**src/rtl/player2_ctrl.sv**
```systemverilog
// Player 2 movement controller: synchronizes three buttons and, once per video frame,
// moves the blob horizontally inside the right half-court and runs a simple jump/gravity model.
module player2_ctrl #(
  parameter int unsigned X_START  = 800,
  parameter int unsigned X_MIN    = 544,
  parameter int unsigned X_MAX    = 920,
  parameter int unsigned Y_GROUND = 624,
  parameter int unsigned Y_MIN    = 300,
  parameter int unsigned STEP_X   = 4,
  parameter int unsigned JUMP_V0  = 16,
  parameter int unsigned GRAVITY  = 1
) (
  input  logic        pclk,
  input  logic        rst,
  input  logic        vsync_in,
  input  logic        btn_left,
  input  logic        btn_right,
  input  logic        btn_jump,
  output logic [11:0] xpos,
  output logic [11:0] ypos,
  output logic        in_air,
  output logic        frame_tick
);

  localparam int unsigned PW = 12;
  localparam int unsigned AW = 13;
  localparam int unsigned VW = 8;

  localparam logic [0:0] GROUND = 1'b0;
  localparam logic [0:0] AIR    = 1'b1;

  localparam logic signed [AW-1:0] Y_GND_S = AW'(Y_GROUND);
  localparam logic signed [AW-1:0] Y_MIN_S = AW'(Y_MIN);
  localparam logic signed [AW-1:0] X_MIN_S = AW'(X_MIN);
  localparam logic signed [AW-1:0] X_MAX_S = AW'(X_MAX);
  localparam logic signed [AW-1:0] STEP_S  = AW'(STEP_X);
  localparam logic signed [VW-1:0] V0_S    = VW'(JUMP_V0);
  localparam logic signed [VW-1:0] GRAV_S  = VW'(GRAVITY);

  // Button bit order: {jump, right, left}
  logic [2:0] sync1_q, sync2_q;
  logic       vs_q, tick_q;

  logic [PW-1:0]        x_q, x_d, y_q, y_d;
  logic signed [VW-1:0] vel_q, vel_d;
  logic [0:0]           state_q, state_d;

  logic signed [AW-1:0] x_sub, x_add, y_n;

  // Synchronizers, vsync edge detect and movement state
  always_ff @(posedge pclk or posedge rst) begin
    if (rst) begin
      sync1_q <= '0;
      sync2_q <= '0;
      vs_q    <= 1'b0;
      tick_q  <= 1'b0;
      x_q     <= PW'(X_START);
      y_q     <= PW'(Y_GROUND);
      vel_q   <= '0;
      state_q <= GROUND;
    end else begin
      sync1_q <= {btn_jump, btn_right, btn_left};
      sync2_q <= sync1_q;
      vs_q    <= vsync_in;
      tick_q  <= vsync_in & ~vs_q;
      x_q     <= x_d;
      y_q     <= y_d;
      vel_q   <= vel_d;
      state_q <= state_d;
    end
  end

  // Per-frame position update; 13-bit signed math keeps the clamps wrap-free
  always_comb begin
    x_d     = x_q;
    y_d     = y_q;
    vel_d   = vel_q;
    state_d = state_q;
    x_sub   = $signed({1'b0, x_q}) - STEP_S;
    x_add   = $signed({1'b0, x_q}) + STEP_S;
    y_n     = $signed({1'b0, y_q}) + AW'(vel_q);

    if (tick_q) begin
      case (sync2_q[1:0])
        2'b01:   x_d = (x_sub < X_MIN_S) ? PW'(X_MIN) : x_sub[PW-1:0];
        2'b10:   x_d = (x_add > X_MAX_S) ? PW'(X_MAX) : x_add[PW-1:0];
        default: x_d = x_q;
      endcase

      case (state_q)
        GROUND: begin
          if (sync2_q[2]) begin
            vel_d   = -V0_S;
            y_d     = PW'(Y_GROUND - JUMP_V0);
            state_d = AIR;
          end
        end
        AIR: begin
          if (y_n >= Y_GND_S) begin
            y_d     = PW'(Y_GROUND);
            vel_d   = '0;
            state_d = GROUND;
          end else if (y_n < Y_MIN_S) begin
            y_d   = PW'(Y_MIN);
            vel_d = '0;
          end else begin
            y_d   = y_n[PW-1:0];
            vel_d = vel_q + GRAV_S;
          end
        end
        default: state_d = GROUND;
      endcase
    end
  end

  assign xpos       = x_q;
  assign ypos       = y_q;
  assign in_air     = (state_q == AIR);
  assign frame_tick = tick_q;

endmodule
```
**config.mk**
```make
export PLATFORM = sky130hd
export DESIGN_NAME = player2_ctrl
export DESIGN_NICKNAME = d
export VERILOG_FILES = /design/src/rtl/player2_ctrl.sv
export SDC_FILE = /design/constraint.sdc
export NUM_CORES = 1
export LEC_CHECK = 0
export ABC_CLOCK_PERIOD_IN_PS = 5700
export BUFFER_PORTS_ARGS = -buffer_cell sky130_fd_sc_hd__buf_2
export CORE_ASPECT_RATIO = 0.6
export CORE_UTILIZATION = 45
export DETAILED_ROUTE_END_ITERATION = 16
export HOLD_SLACK_MARGIN = 0.03
export REMOVE_ABC_BUFFERS = 1
export SYNTH_ARGS = -nofsm -noshare
export SYNTH_HDL_FRONTEND = slang
export SYNTH_SLANG_ARGS = --single-unit
```
**constraint.sdc**
```tcl
create_clock -name pclk -period 5.7 [get_ports pclk]
set_input_delay 0.855 -clock pclk [delete_from_list [all_inputs] [get_ports pclk]]
set_output_delay 0.855 -clock pclk [all_outputs]
set_load 0.03 [all_outputs]
```
; ---- Yosys cells after proc, flatten, opt, wreduce, memory -nomap -nowiden
; Cells that the tools add are included.
[word_totals]
ff_bits = 41
latchBits = 0
mem_bits_rw = 0
romBits = 0
in_bits = 6
out_inout_bits = 26
word_cells = 39
n_memories = 0
[classes]
add_sub_neg = 4
n_mul = 0
n_div = 0
n_lt_le_gt_ge = 4
eq_ne = 3
shift = 0
muxes = 14
n_bitwise = 3
reduce_logical = 3
[ops]
columns = op, n
row1 = two-way mux 12 bit, 5
row2 = one-hot mux 12 bit (2 select lines), 2
row3 = two-way mux 8 bit, 3
row4 = one-hot mux 8 bit (2 select lines), 1
row5 = adder 12 x 3 -> 13 bit (second input constant), 1
row6 = adder 13 x 8 -> 13 bit, 1
row7 = >= comparator 13 x 11 -> 1 bit (second input constant), 1
row8 = > comparator 13 x 11 -> 1 bit (second input constant), 1
row9 = < comparator 13 x 10 -> 1 bit (second input constant), 1
row10 = < comparator 13 x 11 -> 1 bit (second input constant), 1
row11 = subtractor 12 x 3 -> 13 bit (second input constant), 1
row12 = adder 8 x 2 -> 8 bit (second input constant), 1
row13 = AND reduction 2 bit, 2
row14 = equality test 2 x 1 -> 1 bit (second input constant), 1
row15 = equality test 2 bit (second input constant), 1
row16 = two-way mux 1 bit, 2
row17 = inequality test 2 bit (second input constant), 1
row18 = inverter 1 bit, 2
row19 = one-hot mux 1 bit (2 select lines), 1
row20 = nonzero test 2 bit, 1
row21 = bitwise AND 1 bit, 1

; ---- Longest topological paths before layout
[logic_depth]
word_depth = 5
ltp_mapped = 11
ltp_nobuf = 10

; ---- Least setup slack after synthesis
; No wires, ideal clock.
[synth_timing]
kind = reg2reg
startpoint = register y_q[0] (netlist: ypos[0])
endpoint = register vel_q[2]
setup_ns = 0.082
arrival_ns = 3.291
required_time_ns = 5.618
setup_slack_ns = 2.328
stages_incl_launch_ff = 11
path_buffers = 0
period_less_slack_ns = 3.372
cell_sequence = dfrtp_1 ha_1 fa_1 a21o_1 a311oi_1 o31ai_2 xor2_1 or4b_4 a2111oi_4 a21oi_1 a31oi_1
[synth_between]
elab_chain_cells = 5
word_cells_on_any_way = 6
classes_between = add/sub: 1 / order compare: 2 / mux: 3
[synth_lines]
columns = item, line_no
row1 = from (decl), 44  ; logic [PW-1:0] x_q, x_d, y_q, y_d;
row2 = from (signal assigned), 58  ; y_q <= PW'(Y_GROUND);
row3 = from (signal assigned), 67  ; y_q <= y_d;
row4 = adder 13 x 8 -> 13 bit *, 81  ; y_n = $signed({1'b0, y_q}) + AW'(vel_q);
row5 = < comparator 13 x 10 -> 1 bit, 103  ; end else if (y_n < Y_MIN_S) begin
row6 = two-way mux 8 bit, 103
row7 = two-way mux 8 bit *, 99  ; if (y_n >= Y_GND_S) begin
row8 = one-hot mux 8 bit (2 select lines) *, 90  ; case (state_q)
row9 = to (signal assigned), 68  ; vel_q <= vel_d;
row10 = to (decl), 45  ; logic signed [VW-1:0] vel_q, vel_d;
; Mark *: on every way between the ends. The rest lies on a longest branch, timed or not.
; A chain may end at the register's enable or synchronous reset.

; ---- Worst setup path in the final report
[layout_timing]
startpoint = register vel_q[0]
endpoint = register vel_q[2]
[layout_between]
elab_chain_cells = 5
word_cells_on_any_way = 7
classes_between = add/sub: 2 / order compare: 2 / mux: 3
[layout_lines]
columns = item, line_no
row1 = adder 13 x 8 -> 13 bit, 81
row2 = < comparator 13 x 10 -> 1 bit, 103
row3 = two-way mux 8 bit, 103
row4 = two-way mux 8 bit *, 99
row5 = one-hot mux 8 bit (2 select lines) *, 90
; Marks and branches as above.

==> impl_metrics.toml <==
[outcome]
status = "finished clean"

[yosys]
ys_ff_latch = 39
mappedNetlistArea_sq_um = 2970
synth_edf_count = 0
postSynthCellCount = 336
syn_avg_cell_area_sq_um = 8.83
yosysSeqAreaShare = 0.332
ys_types = 71
async_flop_share = 1.00
ys.flop_type = "dfrtp_1"
yosysWarnings = 0

[hold_path]
hold_class = "register to register"

[cells_and_area]
num-nets-final = 383
drive_gt1_frac = 0.164
final_common_cell = "dfrtp_1"
syn2layout_area_growth_pct = 9.62
num-fill-cells = 576
final-seq-area_sq_um = 985
layoutNonFillerInstCount = 444
final_cell_mix = "dfrtp_1, buf_2, nand2_1"
diodes = 0
multi_input_area_sq_um = 1860
finish.instance_area_sq_um = 3250

[drt]
drtIter0Drc = 247
vias = 2617
routed_wl_mm = 7.22
drc = 0
wire_per_inst_microns = 16.3
ant_nets = 0
drt_first_pass_iters = 5
viasPerCell = 5.89

[worst_setup_path]
path_buf_inv = 0
worst_setup_path_start_kind = "register"
cp_cell_sequence = "ha_1 -> fa_1 -> a21o_1 -> a311oi_1 -> o31ai_2 -> xor2_1 -> or4b_4 -> a2111oi_4 -> a21oi_1 -> a31oi_1"
critPathKind = "register to register"
slowest_stage = "or4b_4"
worstPathRequired_ns = 5.91
path_max_fanout = 8
crit_arrival_ns = 3.89
endpoint_kind = "register"
cp_top_family = "compound AO/OA/AOI/OAI gates"
slowest_delay_ns = 0.58

[timing]
fmax_mhz = 272
timing.final.hold_violations = 0
finalCriticalPeriod_ns = 3.67
skew_ns = 0.00559
post-route-period-util = 0.644
whs_ns = 0.351
finalSetupViolCount = 0
finalMaxSlewViolations = 0
tns_ns = 0
tightest_slew_ns = 0.731
setup_ws_ns = 2.03
rsz0062_at_grt = "no"
relSlewSlack = 0.508

[floorplanning]
row_count = 22
initial_core_util = 0.475
io_pins = 32
die_w_microns = 107
die-area_sq_um = 6930
fp.coreArea_sq_um = 6250
die_height_microns = 64.9

[placed_design]
io_buffers = 29
place_inst = 436
placed_cell_area_sq_um = 3170
pre_cts_ws_ns = 2.07
dpl.hpwl_mm = 5.52
gp_congestion = 0.873

[grt]
grt_pass1_wl_mm = 12.2
track_usage = 0.226
grt_pass1_vias = 2335
grt-ovfl-total = 0
antenna_found_initial = 0
grt_max_degree = 40

[clock_network]
cts_sinks = 39
tritoncts = "yes"
cts.htree.levels = 2
cts_buffers = 5
cts_root_buf = "clkbuf_8"
cts_hold_buf = 0
clock_latency_ns = 0.29
clk_pin_slew_ns = 0.08
clock_path_buffers = 2
cts_setup_buffers = 0
cts_repair_resize_count = 0

[power]
power_density_nw_per_um2 = 612
power_leakage_nw = 1.49
peakVddDrop_uv = 242

[run]
cap_violations = 0
## flip-flops by register name, indices dropped and copies added (netlist names)
name	flops
ypos	12
xpos	10
vel_q	8
sync1_q	3
sync2_q	3
frame_tick	1
in_air	1
vs_q	1
## final timing paths
kind	startpoint	endpoint	slack (ns)	depth (start not counted)
worst max-delay path	vel_q[0]$_DFFE_PP0P_	vel_q[2]$_DFFE_PP0P_	2.03	10
worst max register to register	vel_q[0]$_DFFE_PP0P_	vel_q[2]$_DFFE_PP0P_	2.03	10
max in group asynchronous	rst	xpos[9]$_DFFE_PP1P_	4.67	3
worst min register to register	sync1_q[0]$_DFF_PP0_	sync2_q[0]$_DFF_PP0_	0.35	0
min in group asynchronous	rst	ypos[11]$_DFFE_PP0P_	0.66	3
worst min-delay path	sync1_q[0]$_DFF_PP0_	sync2_q[0]$_DFF_PP0_	0.35	0
## metal layers
layer,track usage,share of wire,vias to the layer above
met1,0.393,0.56,1214
li1,-,-,1298
met3,0.0543,0.083,2
met5,0,0,-
met2,0.266,0.35,103
met4,0.0257,0.0017,0
## layout make-up
cell class,instances,share of cell area
Multi-Input combinational cell,266,0.571
Sequential cell,39,0.303
Timing Repair Buffer,31,0.0492
Tap cell,84,0.0323
Clock buffer,6,0.0223
Inverter,16,0.0185
Clock inverter,2,0.00385
## power by group
part	internal, W	leakage (nW)	switching [W]	total (W)
clock	0.0000855	0.0412	0.0000975	0.000183
combinational	0.000494	0.967	0.000803	0.00130
sequential	0.000363	0.484	0.000147	0.000510
## stage by stage
stage / power [W] / utilization
2_1_floorplan: 0.00148 / -
3_3_place_gp: 0.00178 / 0.507
3_5_place_dp: 0.00179 / 0.507
4_1_cts: 0.00198 / 0.520
5_1_grt: 0.00215 / 0.520
6_report: 0.00199 / 0.520
## cell families (layout without fill, tap and decap cells)
kind of cell	after synthesis	in the layout	synth area share
AO/OA/AOI/OAI	111	111	0.286
XOR/XNOR	14	14	0.0413
adder cells (fa/ha/maj)	18	18	0.0784
buffers and inverters	32	55	0.0434
flip-flops	39	39	0.332
multiplexers	3	3	0.0105
other	1	2	0.00126
AND/OR/NAND/NOR	118	118	0.207
## synth_stat cells (7+ instances only)
library cell,n,share of area
a21oi_1,17,0.029
o21ai_0,13,0.022
xnor2_1,8,0.024
a22o_1,7,0.021
clkbuf_1,12,0.015
nor3_1,11,0.019
and3_1,7,0.015
o21ai_1,9,0.015
dfrtp_1,32,0.27
inv_1,15,0.019
dfstp_2,7,0.062
a21o_1,7,0.018
ha_1,17,0.072
nand3_1,13,0.022
nand2_1,27,0.034
nor2_1,22,0.028
No activity file was read; power rests on OpenSTA's default activity.
